### src/rtl/multi_cycle_ctrl.sv
// Multi-cycle MIPS control unit: sequences IF/ID/EXE/MEM/WB and drives the datapath strobes.
// Optional performance counters (cycle_cnt, instr_cnt) are enabled by defining MULTI_CYCLE_CTRL_PERF_EN.
module multi_cycle_ctrl #(
  parameter int OP_W = 6
) (
  input  logic            clk,
  input  logic            reset,
  input  logic [OP_W-1:0] op,
  input  logic            zero,
  input  logic            mem_ready,
  output logic            PCWre,
  output logic [1:0]      PcSrc,
  output logic            InsMemRw,
  output logic            IRWre,
  output logic            RegWre,
  output logic            RegDst,
  output logic            ALUSrcA,
  output logic            ALUSrcB,
  output logic            ExtSel,
  output logic [2:0]      ALUOp,
  output logic            mRD,
  output logic            mWR,
  output logic            DBDataSrc,
  output logic [2:0]      state
`ifdef MULTI_CYCLE_CTRL_PERF_EN
  ,
  output logic [31:0]     cycle_cnt,
  output logic [31:0]     instr_cnt
`endif
);

  localparam logic [OP_W-1:0] OpAdd  = OP_W'(6'b000000);
  localparam logic [OP_W-1:0] OpSub  = OP_W'(6'b000001);
  localparam logic [OP_W-1:0] OpAddi = OP_W'(6'b000010);
  localparam logic [OP_W-1:0] OpOr   = OP_W'(6'b010000);
  localparam logic [OP_W-1:0] OpAnd  = OP_W'(6'b010001);
  localparam logic [OP_W-1:0] OpOri  = OP_W'(6'b010010);
  localparam logic [OP_W-1:0] OpSll  = OP_W'(6'b011000);
  localparam logic [OP_W-1:0] OpSlt  = OP_W'(6'b100110);
  localparam logic [OP_W-1:0] OpSw   = OP_W'(6'b110000);
  localparam logic [OP_W-1:0] OpLw   = OP_W'(6'b110001);
  localparam logic [OP_W-1:0] OpBeq  = OP_W'(6'b110100);
  localparam logic [OP_W-1:0] OpJ    = OP_W'(6'b111000);
  localparam logic [OP_W-1:0] OpHalt = OP_W'(6'b111111);

  typedef enum logic [2:0] {
    sIf    = 3'b000,
    sId    = 3'b001,
    sExeLs = 3'b010,
    sMem   = 3'b011,
    sWbLd  = 3'b100,
    sExeBr = 3'b101,
    sExeAl = 3'b110,
    sWbAl  = 3'b111
  } stateT;

  stateT curState, nextState;
  logic  halted, nextHalted;

  // Per-opcode EXE controls; only driven onto the outputs in EXE states.
  logic [2:0] decAluOp;
  logic       decSrcA, decSrcB, decExt, decRType;
  logic       isAlu, isLs, isBr;

  assign state = curState;

  // NOTE: state registers use non-blocking assignments so every flop samples pre-edge values.
  always_ff @(posedge clk or posedge reset) begin
    if (reset) begin
      curState <= sIf;
      halted   <= 1'b0;
    end else begin
      curState <= nextState;
      halted   <= nextHalted;
    end
  end

  always_comb begin
    decAluOp = 3'b000;
    decSrcA  = 1'b0;
    decSrcB  = 1'b0;
    decExt   = 1'b0;
    decRType = 1'b0;
    isAlu    = 1'b0;
    isLs     = 1'b0;
    isBr     = 1'b0;
    case (op)
      OpAdd:  begin isAlu = 1'b1; decRType = 1'b1; end
      OpSub:  begin isAlu = 1'b1; decRType = 1'b1; decAluOp = 3'b001; end
      OpAddi: begin isAlu = 1'b1; decSrcB = 1'b1; decExt = 1'b1; end
      OpOr:   begin isAlu = 1'b1; decRType = 1'b1; decAluOp = 3'b011; end
      OpAnd:  begin isAlu = 1'b1; decRType = 1'b1; decAluOp = 3'b100; end
      OpOri:  begin isAlu = 1'b1; decSrcB = 1'b1; decAluOp = 3'b011; end
      OpSll:  begin isAlu = 1'b1; decRType = 1'b1; decSrcA = 1'b1; decAluOp = 3'b010; end
      OpSlt:  begin isAlu = 1'b1; decRType = 1'b1; decAluOp = 3'b101; end
      OpSw,
      OpLw:   begin isLs = 1'b1; decSrcB = 1'b1; decExt = 1'b1; end
      OpBeq:  begin isBr = 1'b1; decExt = 1'b1; decAluOp = 3'b001; end
      default: ;
    endcase
  end

  // NOTE: every output and next-state term gets a default first so no latch is inferred.
  always_comb begin
    nextState  = curState;
    nextHalted = halted;
    PCWre      = 1'b0;
    PcSrc      = 2'b00;
    InsMemRw   = 1'b0;
    IRWre      = 1'b0;
    RegWre     = 1'b0;
    RegDst     = 1'b0;
    ALUSrcA    = 1'b0;
    ALUSrcB    = 1'b0;
    ExtSel     = 1'b0;
    ALUOp      = 3'b000;
    mRD        = 1'b0;
    mWR        = 1'b0;
    DBDataSrc  = 1'b0;
    case (curState)
      sIf: begin
        InsMemRw  = 1'b1;
        IRWre     = 1'b1;
        nextState = sId;
      end
      sId: begin
        // A halted core parks here with every strobe low until reset.
        if (!halted) begin
          if (isAlu)       nextState = sExeAl;
          else if (isLs)   nextState = sExeLs;
          else if (isBr)   nextState = sExeBr;
          else if (op == OpHalt) nextHalted = 1'b1;
          else begin
            PCWre     = 1'b1;
            PcSrc     = (op == OpJ) ? 2'b10 : 2'b00;
            nextState = sIf;
          end
        end
      end
      sExeAl, sExeLs, sExeBr: begin
        ALUOp   = decAluOp;
        ALUSrcA = decSrcA;
        ALUSrcB = decSrcB;
        ExtSel  = decExt;
        if (curState == sExeAl)      nextState = sWbAl;
        else if (curState == sExeLs) nextState = sMem;
        else begin
          PCWre     = 1'b1;
          PcSrc     = zero ? 2'b01 : 2'b00;
          nextState = sIf;
        end
      end
      sWbAl: begin
        RegWre    = 1'b1;
        RegDst    = decRType;
        PCWre     = 1'b1;
        nextState = sIf;
      end
      sMem: begin
        mRD = (op == OpLw);
        mWR = (op != OpLw);
        if (mem_ready) begin
          if (op == OpLw) nextState = sWbLd;
          else begin
            PCWre     = 1'b1;
            nextState = sIf;
          end
        end
      end
      sWbLd: begin
        RegWre    = 1'b1;
        DBDataSrc = 1'b1;
        PCWre     = 1'b1;
        nextState = sIf;
      end
      default: nextState = sIf;
    endcase
  end

`ifdef MULTI_CYCLE_CTRL_PERF_EN
  always_ff @(posedge clk or posedge reset) begin
    if (reset) begin
      cycle_cnt <= 32'd0;
      instr_cnt <= 32'd0;
    end else begin
      if (!halted) cycle_cnt <= cycle_cnt + 32'd1;
      if (PCWre)   instr_cnt <= instr_cnt + 32'd1;
    end
  end
`endif

endmodule
### config.mk
export PLATFORM = sky130hd
export DESIGN_NAME = multi_cycle_ctrl
export DESIGN_NICKNAME = d
export VERILOG_FILES = /design/src/rtl/multi_cycle_ctrl.sv
export SDC_FILE = /design/constraint.sdc
export NUM_CORES = 1
export LEC_CHECK = 0
export ABC_AREA = 1
export BUFFER_PORTS_ARGS = -buffer_cell sky130_fd_sc_hd__buf_2
export CAP_MARGIN = 20
export CORE_AREA = 5 5 42 44
export CTS_CLUSTER_DIAMETER = 100
export DETAILED_ROUTE_END_ITERATION = 6
export DIE_AREA = 0 0 47 49
export PLACE_DENSITY_LB_ADDON = 0.2
export SYNTH_ARGS = -nofsm -noshare
export SYNTH_HDL_FRONTEND = slang
export SYNTH_SLANG_ARGS = --single-unit
### constraint.sdc
create_clock -name clk -period 1.4 [get_ports clk]
set_clock_uncertainty 0.1 [all_clocks]
set_input_delay 0.14 -clock clk [delete_from_list [all_inputs] [get_ports clk]]
set_output_delay 0.14 -clock clk [all_outputs]
set_load 0.02 [all_outputs]
# After elaboration in Yosys (flattened, before gate mapping)
# Index checks and enable logic that the tools add are counted.
dict set report totals {
  reg_bits 4
  in_bits 10
  output_inout_bits 19
}
dict set report op_classes {
  n_eq_ne 23
  n_mux 53
  reduce_logical 12
}
# op count
set op_table {}
lappend op_table {{== test 6 bit (second input constant)} 6}
lappend op_table {{two-way mux 1 bit} 33}
lappend op_table {{case mux 3 bit (5 select lines)} 2}
lappend op_table {{two-way mux 3 bit} 9}
lappend op_table {{== test 6 x 5 -> 1 bit (second input constant)} 4}
lappend op_table {{two-way mux 2 bit} 7}
lappend op_table {{== test 3 bit (second input constant)} 4}
lappend op_table {{OR reduction 2 bit} 4}
lappend op_table {{OR reduction 4 bit} 2}
lappend op_table {{OR reduction 8 bit} 1}
lappend op_table {{== test 3 x 2 -> 1 bit (second input constant)} 2}
lappend op_table {{== test 6 x 1 -> 1 bit (second input constant)} 1}
lappend op_table {{== test 6 x 2 -> 1 bit (second input constant)} 1}
lappend op_table {{logical NOT 6 bit} 1}
lappend op_table {{!= test 6 bit (second input constant)} 1}
lappend op_table {{OR reduction 6 bit} 1}
lappend op_table {{!= test 5 bit (second input constant)} 1}
lappend op_table {{!= test 2 bit (second input constant)} 2}
lappend op_table {{case mux 1 bit (4 select lines)} 1}
lappend op_table {{case mux 2 bit (2 select lines)} 1}
lappend op_table {{== test 3 x 1 -> 1 bit (second input constant)} 1}
lappend op_table {{logical NOT 3 bit} 1}
lappend op_table {{AND reduction 3 bit} 1}
lappend op_table {{OR reduction 3 bit} 1}

# Depth between registers and ports, before layout
# Gate-level depths: netlist of run 1.
dict set report logic_depth {
  depth_word 8
  depth_mapped 9
  mapped_depth_nobuf 9
}

# Least setup slack after synthesis of run 1
# No wires, ideal clock.
dict set report synth_timing {
  path_type {flip-flop to output port}
  start {register curState[0], in the netlist state[0]}
  end {output port PCWre}
  arrival_time_ns 1.447
  t_required_ns 1.160
  slack_ns -0.287
  stages_incl_launch_ff 8
  path_cell_list {dfrtp_1 buf_4 inv_1 nor3_2 inv_1 nor2_1 nand2_1 nand3_1}
}
dict set report synth_between {
  elab_chain_cells 4
}
# item line_no
set synth_lines {}
lappend synth_lines {{start: declaration} 57} ;# stateT curState, nextState;
lappend synth_lines {{start signal: assignment} 70} ;# curState <= sIf;
lappend synth_lines {{start signal: assignment} 73} ;# curState <= nextState;
lappend synth_lines {{== test 3 x 2 -> 1 bit} {120, 146}}
lappend synth_lines {{two-way mux 1 bit} 146} ;# else if (curState == sExeLs) nextState = sMem;
lappend synth_lines {{two-way mux 1 bit} 145} ;# if (curState == sExeAl) nextState = sWbAl;
lappend synth_lines {{case mux 1 bit (4 select lines) (*)} 120} ;# case (curState)
lappend synth_lines {{end: declaration} 11} ;# output logic PCWre,
# Every way passes the cells marked *; elsewhere a longest branch is shown, timed or not.

# Final worst setup path of run 1
dict set report layout_timing {
  start {register curState[1], in the netlist state[1]}
  end {output port PcSrc[1]}
}
dict set report layout_between {
  elab_chain_cells 3
}
# item line_no
set layout_lines {}
lappend layout_lines {{== test 3 bit (tied with other cells)} {120, 145}}
lappend layout_lines {{OR reduction 3 bit} 120}
lappend layout_lines {{case mux 2 bit (2 select lines) (*)} 120}
lappend layout_lines {{end: declaration} 12} ;# output logic [1:0] PcSrc,
# Marked as above.

==> results of run 1 <==
==> how the worst min path moves through the flow <==
| stage | cells after the start | slack, ns | endpoint | startpoint |
|---|---|---|---|---|
| floorplan | 1 | -0.19 | halted$_DFFE_PP0P_ | reset |
| global placement | 2 | -0.08 | halted$_DFFE_PP0P_ | reset |
| detailed placement | 2 | -0.08 | halted$_DFFE_PP0P_ | reset |
| CTS | 3 | 0.13 | halted$_DFFE_PP0P_ | op[3] |
| global route | 3 | 0.17 | halted$_DFFE_PP0P_ | op[3] |
| finish | 3 | 0.14 | halted$_DFFE_PP0P_ | op[3] |
==> report_power, final <==
group / total (mW) / internal, mW / leakage, nW / switching [mW]
registers: 0.168 / 0.138 / 0.0426 / 0.0298
clock network: 0.165 / 0.108 / 0.0150 / 0.0572
logic: 0.747 / 0.369 / 0.599 / 0.378
==> synthesized netlist by cell type <==
| cell type | count | area share, % |
|---|---|---|
| a41oi_1 | 1 | 1.6 |
| inv_2 | 1 | 0.69 |
| inv_1 | 24 | 17 |
| nand2_1 | 26 | 18 |
| nand3_1 | 12 | 11 |
| nor2_1 | 19 | 13 |
| nor3_2 | 1 | 1.8 |
| a31o_2 | 1 | 1.6 |
| o21ai_0 | 2 | 1.8 |
| dfrtp_1 | 4 | 18 |
| or2_1 | 1 | 1.2 |
| o21bai_1 | 1 | 1.4 |
| nand4_1 | 2 | 2.3 |
| buf_4 | 2 | 2.8 |
| a21oi_1 | 5 | 4.6 |
| nor3_1 | 3 | 2.8 |
==> flip-flops by register name, indices dropped and copies added, names as in the netlist <==
signal and count:
halted 1, state 3
==> worst max-delay path, stage by stage, from the launching register on <==
cell and delay [ns]:
dfrtp_2 0.42, inv_4 0.09, nand3_2 0.10, inv_2 0.07, nand2_1 0.06, nor2_2 0.12, nand2_2 0.09, nor2_4 0.09
buf_6 0.12
==> what timing repair did <==
action                     4_1_cts  5_1_grt
setup buffers                    7        4
hold buffers                     1        0
setup endpoints to repair       17       19
pin swaps                        7        6
gates resized for setup         40       14
hold endpoints to repair         4        0
==> through the flow <==
step                      setup WS, ns  util, %
final                           -0.231     83.3
after global routing            -0.305     83.3
after CTS                       -0.205     79.5
after detailed placement       -0.0876     65.4
after global placement         -0.0706     65.4
after floorplan                -0.0500        -
==> layer usage <==
metal  up-vias  global-route usage, %
met5         -                      0
met4         0                   9.22
met3         8                  0.738
met2        25                   36.4
met1       410                   17.6
li1        448                      -
==> final cells by class <==
class / instances / area [um2] / share of cell area, %
multi-input combinational: 74 / 435 / 37.3
sequential: 4 / 104 / 8.90
timing repair buffer: 60 / 485 / 41.6
tap: 16 / 20.0 / 1.71
inverter: 25 / 96.3 / 8.25
clock buffer: 4 / 26.3 / 2.25
==> cells by family after synthesis <==
group                  Yosys count
AND/OR/NAND/NOR                 64
flip-flops                       4
buffers and inverters           27
AO/OA/AOI/OAI                   10
==> run metrics, run 1 <==
routed vias=891; Finished Cell Area=0.00117 mm2; crit path capture=PcSrc[1]; syn_nets=115; multiplexer share of the synthesized area=0%; port bufs=28; DR iter-0 viols=19; Fillers=102; setup TNS=-2.60 ns; Clock Tree Root=clkbuf_4; most common cell after layout, fill and taps aside=buf_4; Post-Syn Instances=105; Clock Latency Late Sink=0.25 ns; yosys warns=0; sequential-to-total area share from yosys stat=18.5%; Yosys reg bits=4; DRT antenna net count=0; most frequent cells in the layout=buf_4 (32), nand2_1 (22), inv_1 (18); min Tclk post-route=1.63 ns; first-pass GRT wire length=3290 um; r2r worst-path depth=7; Critical Path RT=1.16 ns; final wirelength=2100 um; final cell count without fillers=183; final setup fails=17; number of clock sinks=4; power consumption=1.08 mW; setup slack after layout=-0.231 ns; Worst-path clk slew=0.05 ns; # rows=14; met1 WL=742 um; Synth Area in Simple Gates=50.3%; maximum VDD drop=0.572 mV; Tot GR Track Use=18.5%; largest net degree at the start of global routing=7; layout cell share with drive strength beyond 1=56.9%; DIE AREA=0.00230 mm2; worst path arrival time=1.39 ns; nets@finish=178; WL per Instance=11.5 um; core area=0.00140 mm2; max cap viols=0; worst hold slack=0.136 ns; power per cell area=925 mW/mm2; TritonCTS Buffers=3; Worst setup EP type=primary output; adder-cell share of the synthesized area=0%; Mapped Avg Cell Area=5.16 um2; post-synthesis compound-gate area fraction=11.1%; Worst Hold Class=input port to register; RR Endpoint=state[1]$_DFFE_PP0P_; R2R Setup Slk=-0.03 ns; Detail Placement HPWL=1540 um; Die Height=49 um; placed cell area=917 um2; Crit Path Class=register to primary output; Critical Path Fanout Max=5; clk buf depth=2; main combinational cell family by area after synthesis=simple AND/OR/NAND/NOR gates; Pleak=0.657 nW; Final period util=117%; Inserted Diodes=0; RSZ-0062 raised after global routing=true; xor and xnor area share after synthesis=0%; met3 WL=71 um; H-tree depth=1; CTS tree=built; Netlist cell types=16; I/O Pins=29; Max Clock Freq=613 MHz; CP Launch Point=state[1]$_DFFE_PP0P_; failing checks=setup timing; global placement routability congestion=0.837; CP startpoint kind=register; via/cell ratio=4.87; post-detailed-route DRC marker count=0; Inst Count DP=171; routed wire length on met2=1230 um; area delta synth->final=115%; Slew Limit Fails=0; Initial Util=38.7%; worst slew pin tran=0.294 ns; drt first pass iters=4; final-report hold violation count=0; outcome=finished with violations; highest metal layer with signal wires=met4; die width=47 um; initial antenna violation count=0; vias in the first global route=923; FF-to-FF Start=state[2]$_DFFE_PP0P_; Worst slew margin=80.4%; grt ovf=0; Post-Synthesis Cell Area=542 um2
Power figures use the tool's default switching activity.
==> run 2: changes to the inputs <==
clock period = 2 ns   (was 1.4 ns; I/O delays follow)
==> run 2 against run 1 <==
  * The run now ends clean
  * Via count fell by 22%
  * Non-clock buffer count down 31
  * Critical endpoint is now ExtSel
  * Cell count decreased by 17%
==> run metrics, run 2 (same netlist as run 1, synthesis figures left out) <==
layout cell share with drive strength beyond 1=25.2% (was 56.9%); clk buf depth=2 (unchanged); pre-CTS setup slack=0.381 ns (was -0.0876 ns); DRT antenna net count=0 (unchanged); WL per Instance=9.66 um (was 11.5 um); r2r worst-path depth=8 (was 7); DR iter-0 viols=9 (was 19); # rows=14 (unchanged); grt ovf=0 (unchanged); initial antenna violation count=0 (unchanged); Pleak=0.489 nW (was 0.657 nW); most frequent cells in the layout=buf_2 (28), nand2_1 (26), inv_1 (24) (was buf_4 (32), nand2_1 (22), inv_1 (18)); max incr delay on CP=0.45 ns (was 0.42 ns); hold path cells=3 (unchanged); Worst Hold Class=input port to register (unchanged); max cap viols=0 (unchanged); highest metal layer with signal wires=met3 (was met4); final cell count without fillers=151 (was 183); most common cell after layout, fill and taps aside=buf_2 (was buf_4); max FFs per register=3 (unchanged); met1 WL=714 um (was 742 um); hold path start=mem_ready (was op[3]); first-pass GRT wire length=2420 um (was 3290 um); I/O Pins=29 (unchanged); setup TNS=0 ns (was -2.60 ns); Final period util=92.5%; H-tree depth=1 (unchanged); post-detailed-route DRC marker count=0 (unchanged); Clock Tree Root=clkbuf_4 (unchanged); largest net degree at the start of global routing=10 (was 7); RR Endpoint=state[1]$_DFFE_PP0P_ (unchanged); Tot GR Track Use=13.6% (was 18.5%); maximum VDD drop=0.439 mV (was 0.572 mV); Finished Cell Area=719 um2 (was 0.00117 mm2); RSZ-0062 raised after global routing=false (was true); DIE AREA=0.00230 mm2 (unchanged); outcome=complete, no violations (was finished with violations); final setup fails=0 (was 17); global placement routability congestion=0.828 (was 0.837); Critical Path RT=1.70 ns (was 1.16 ns); TritonCTS Buffers=3 (unchanged); Worst slew margin=81.0% (was 80.4%); min Tclk post-route=1.85 ns; placed cell area=687 um2 (was 917 um2); number of clock sinks=4 (unchanged); final wirelength=1460 um (was 2100 um); power per cell area=627 mW/mm2 (was 925 mW/mm2); Worst setup EP type=primary output (unchanged); die width=47 um (unchanged); Crit Path Class=register to primary output (unchanged); setup slack after layout=0.151 ns (was -0.231 ns); CTS resizes=0 (was 40); end of the worst hold path=state[1]$_DFFE_PP0P_ (was halted$_DFFE_PP0P_); Worst-path clk slew=0.04 ns (was 0.05 ns); Critical Path Fanout Max=9 (was 5); met3 WL=129 um (was 71 um); vias in the first global route=598 (was 923); Inst Count DP=147 (was 171); routed wire length on met2=614 um (was 1230 um); CTS tree=built (unchanged); final-report hold violation count=0 (unchanged); worst slew pin tran=0.282 ns (was 0.294 ns); CP dominant cell by count=inv_1; Initial Util=38.7% (unchanged); CP cell instances=nor2_1 -> inv_1 -> nand2_1 -> inv_1 -> a31o_2 -> inv_1 -> buf_2 (was inv_4 -> nand3_2 -> inv_2 -> nand2_1 -> nor2_2 -> nand2_2 -> nor2_4 -> buf_6); Slew Limit Fails=0 (unchanged); Detail Placement HPWL=1250 um (was 1540 um); worst path arrival time=1.55 ns (was 1.39 ns); delay-heaviest family, CP=flip-flops (was simple AND/OR/NAND/NOR gates); core area=0.00140 mm2 (unchanged); port bufs=28 (unchanged); CP startpoint kind=register (unchanged); Inserted Diodes=0 (unchanged); Buf/Inv on CP=4 (was 3); drt first pass iters=4 (unchanged); Max Clock Freq=541 MHz; nets@finish=147 (was 178); R2R Setup Slk=0.54 ns (was -0.03 ns); routed vias=693 (was 891); FF-to-FF Start=state[0]$_DFFE_PP0P_ (was state[2]$_DFFE_PP0P_); area delta synth->final=32.8% (was 115%); Clock Latency Late Sink=0.23 ns (was 0.25 ns); via/cell ratio=4.59 (was 4.87); Die Height=49 um (unchanged); Worst path slowest cell=dfrtp_1 (was dfrtp_2)
run 2: worst min-delay path, cell delays in order:
cell     delay [ns]
buf_2          0.08
or2_1          0.14
nand2_1        0.06
run 2: through the flow:
step	power (mW)	hold slack (ns)	utilization (%)
after floorplan	0.301	-0.134	-
after global placement	0.352	-0.0155	49.0
after detailed placement	0.355	-0.0180	49.0
after CTS	0.455	0.185	51.3
after global routing	0.499	0.207	51.3
final	0.451	0.193	51.3
run 2: area by class of cell:
cell class,instances,area [um2]
flip-flops and latches,4,100
well taps,16,20.0
fillers,162,682
inverters,25,93.8
multi-input cells,74,333
clock buffers,3,22.5
repair buffers,29,150
run 2: per-layer routing:
layer,GRT usage [%],vias to the layer above
met5,0,-
met4,4.15,0
met3,1.11,0
met2,19.2,23
met1,21.2,288
li1,-,382
run 2: how the worst max path moves through the flow:
| stage | start | endpoint | slack, ns | cells past startpoint |
|---|---|---|---|---|
| 2_1_floorplan | state[0]$_DFFE_PP0P_ | PCWre | 0.25 | 7 |
| 3_3_place_gp | op[4] | PCWre | 0.35 | 9 |
| 3_5_place_dp | op[4] | PCWre | 0.38 | 9 |
| 4_1_cts | state[0]$_DFFE_PP0P_ | ExtSel | 0.15 | 7 |
| 5_1_grt | state[0]$_DFFE_PP0P_ | PcSrc[1] | 0.009 | 7 |
| 6_report | state[0]$_DFFE_PP0P_ | ExtSel | 0.15 | 7 |
run 2: timing repair:
action,4_1_cts,5_1_grt
endpoints found under the hold margin,4,0
setup buffers,0,0
hold buffers,1,0
run 2: where the power goes:
group          internal (mW)  switching, mW  leakage, nW
logic                 0.0763          0.162        0.429
clock network         0.0668         0.0282       0.0138
registers             0.0943         0.0240       0.0464
==> run 3: changes to the inputs <==
==> constraint.sdc (replaced) <==
create_clock -name clk -period 2 [get_ports clk]
set_clock_uncertainty 0.1 [all_clocks]
set_input_delay 0.4 -clock clk [delete_from_list [all_inputs] [get_ports clk]]
set_output_delay 0.4 -clock clk [all_outputs]
set_load 0.02 [all_outputs]
==> run 3 against run 2 <==
  * Register-to-register slack lost 0.03 ns
  * First-iteration DRC count grew to 3.1 times the previous value
  * Maximum frequency shrank 6.7%
  * Utilization grew 11 points
  * Clock power grew 4.1%
  * Setup slack lost 0.13 ns
  * Hold slack gained 0.17 ns
  * Critical endpoint is now PCWre
  * Flip-flop and latch count is the same
  * Largest power group unchanged
  * Sequential power grew 11%
==> run metrics, run 3 (same netlist as run 1, synthesis figures left out) <==
DIE AREA=0.00230 mm2 (unchanged); Tot GR Track Use=15.0% (was 13.6%); Clock Tree Root=clkbuf_4 (unchanged); H-tree depth=1 (unchanged); worst slew pin tran=0.294 ns (was 0.282 ns); global placement routability congestion=0.805 (was 0.828); setup slack after layout=0.0188 ns (was 0.151 ns); routed vias=789 (was 693); grt ovf=0 (unchanged); nets@finish=156 (was 147); final-report hold violation count=0 (unchanged); Max Clock Freq=505 MHz (was 541 MHz); number of clock sinks=4 (unchanged); Initial Util=38.7% (unchanged); fin util=62.4% (was 51.3%); Buf/Inv on CP=3 (was 4); core area=0.00140 mm2 (unchanged); final wirelength=1820 um (was 1460 um); most frequent cells in the layout=nand2_1 (25), buf_2 (25), inv_1 (19) (was buf_2 (28), nand2_1 (26), inv_1 (24)); min Tclk post-route=1.98 ns (was 1.85 ns); CP cell instances=buf_2 -> inv_1 -> nor2_1 -> nand3_2 -> nand3_2 -> nor2_1 -> nand2_1 -> nand3_1 -> buf_4 (was nor2_1 -> inv_1 -> nand2_1 -> inv_1 -> a31o_2 -> inv_1 -> buf_2); Finished Cell Area=875 um2 (was 719 um2); power per cell area=649 mW/mm2 (was 627 mW/mm2); max cap viols=0 (unchanged); RSZ-0062 raised after global routing=true (was false); pre-CTS setup slack=0.00131 ns (was 0.381 ns); Slew Limit Fails=0 (unchanged); Pleak=0.545 nW (was 0.489 nW); delay-heaviest family, CP=simple AND/OR/NAND/NOR gates (was flip-flops); max incr delay on CP=0.20 ns (was 0.45 ns); Clock Latency Late Sink=0.23 ns (about the same); TritonCTS Buffers=3 (unchanged); die width=47 um (unchanged); CTS tree=built (unchanged); maximum VDD drop=0.499 mV (was 0.439 mV); Critical Path RT=1.50 ns (was 1.70 ns); area delta synth->final=61.4% (was 32.8%); layout cell share with drive strength beyond 1=43.8% (was 25.2%); Detail Placement HPWL=1300 um (was 1250 um); Worst slew margin=80.2% (was 81.0%); Worst path slowest cell=nor2_1 (was dfrtp_1); drt first pass iters=4 (unchanged); Fillers=144 (was 162); Worst setup EP type=primary output (unchanged); clk buf depth=2 (unchanged); post-detailed-route DRC marker count=0 (unchanged); first-pass GRT wire length=2630 um (was 2420 um); via/cell ratio=4.93 (was 4.59); vias in the first global route=643 (was 598); Critical Path Fanout Max=4 (was 9); # rows=14 (unchanged); largest net degree at the start of global routing=10 (unchanged); final setup fails=0 (unchanged); Worst Hold Class=register to register (was input port to register); initial antenna violation count=0 (unchanged); Inserted Diodes=0 (unchanged); DR iter-0 viols=28 (was 9); Worst-path clk slew=0.04 ns (about the same); Die Height=49 um (unchanged); max FFs per register=3 (unchanged); I/O Pins=29 (unchanged); CP startpoint kind=input port (was register); port bufs=28 (unchanged); Crit Path Class=input port to primary output (was register to primary output); Final period util=99.1% (was 92.5%); WL per Instance=11.3 um (was 9.66 um); placed cell area=702 um2 (was 687 um2); DRT antenna net count=0 (unchanged); outcome=complete, no violations (unchanged); worst path arrival time=1.48 ns (was 1.55 ns)
==> run 3: cell types whose count changed in the layout (fill, tap and decap cells not counted), sizes merged <==
cell / previous run / this run
clkinv: 0 / 1
inv: 25 / 24
buf: 28 / 37
==> run 3: worst reg2reg max path: stages (launching register included) <==
cell     delay [ns]
dfrtp_2        0.47
inv_2          0.07
nor3_4         0.17
inv_1          0.07
or2_1          0.25
nand2_1        0.10
inv_1          0.05
nand2_1        0.06
nand2_1        0.04
==> run 3: what timing repair did <==
item | CTS | global route
hold buffers | 1 | 0
gates cloned | 0 | 0
buffers inserted | 0 | 7
endpoints found under the setup margin | 3 | 4
endpoints found under the hold margin | 4 | 0
pin swaps | 0 | 6
resized for setup | 4 | 26
==> run 3: worst paths after layout <==
path	from	end	slack, ns	cells after the start
worst max register to register	state[0]$_DFFE_PP0P_	state[1]$_DFFE_PP0P_	0.51	8
worst min register to register	halted$_DFFE_PP0P_	halted$_DFFE_PP0P_	0.36	2
worst max-delay path	op[3]	PCWre	0.02	9
worst min-delay path	halted$_DFFE_PP0P_	halted$_DFFE_PP0P_	0.36	2
max in group asynchronous	reset	state[0]$_DFFE_PP0P_	1.13	3
min in group asynchronous	reset	halted$_DFFE_PP0P_	0.49	3
==> run 3: cell type report <==
| cell class | instances | area, um2 | share of cell area [%] |
|---|---|---|---|
| multi-input cells | 74 | 404 | 46.2 |
| inverters | 25 | 98.8 | 11.3 |
| flip-flops and latches | 4 | 104 | 11.9 |
| repair buffers | 38 | 225 | 25.8 |
| clock buffers | 3 | 22.5 | 2.58 |
| well taps | 16 | 20.0 | 2.29 |
==> run 3: through the flow <==
step	TNS [ns]	total power, mW	instances	hold WS [ns]
2_1_floorplan	0	0.301	105	0.0661
3_3_place_gp	0	0.372	149	0.181
3_5_place_dp	0	0.371	149	0.191
4_1_cts	0	0.484	153	0.363
5_1_grt	-0.137	0.617	160	0.398
6_report	0	0.568	160	0.361
==> run 3: routing by layer <==
metal	vias up	track usage, %	part of all wire [%]	routed length (um)
met5	-	0	0	0
met4	0	6.91	1.3	23
met3	4	1.11	7.1	129
met2	31	21.7	50	900
met1	349	21.7	42	761
li1	405	-	-	-
==> run 3: power by group <==
part / internal [mW] / leakage, nW / switching, mW / total [mW]
registers: 0.0969 / 0.0426 / 0.0339 / 0.131
logic: 0.142 / 0.489 / 0.196 / 0.338
clock network: 0.0671 / 0.0138 / 0.0319 / 0.0989
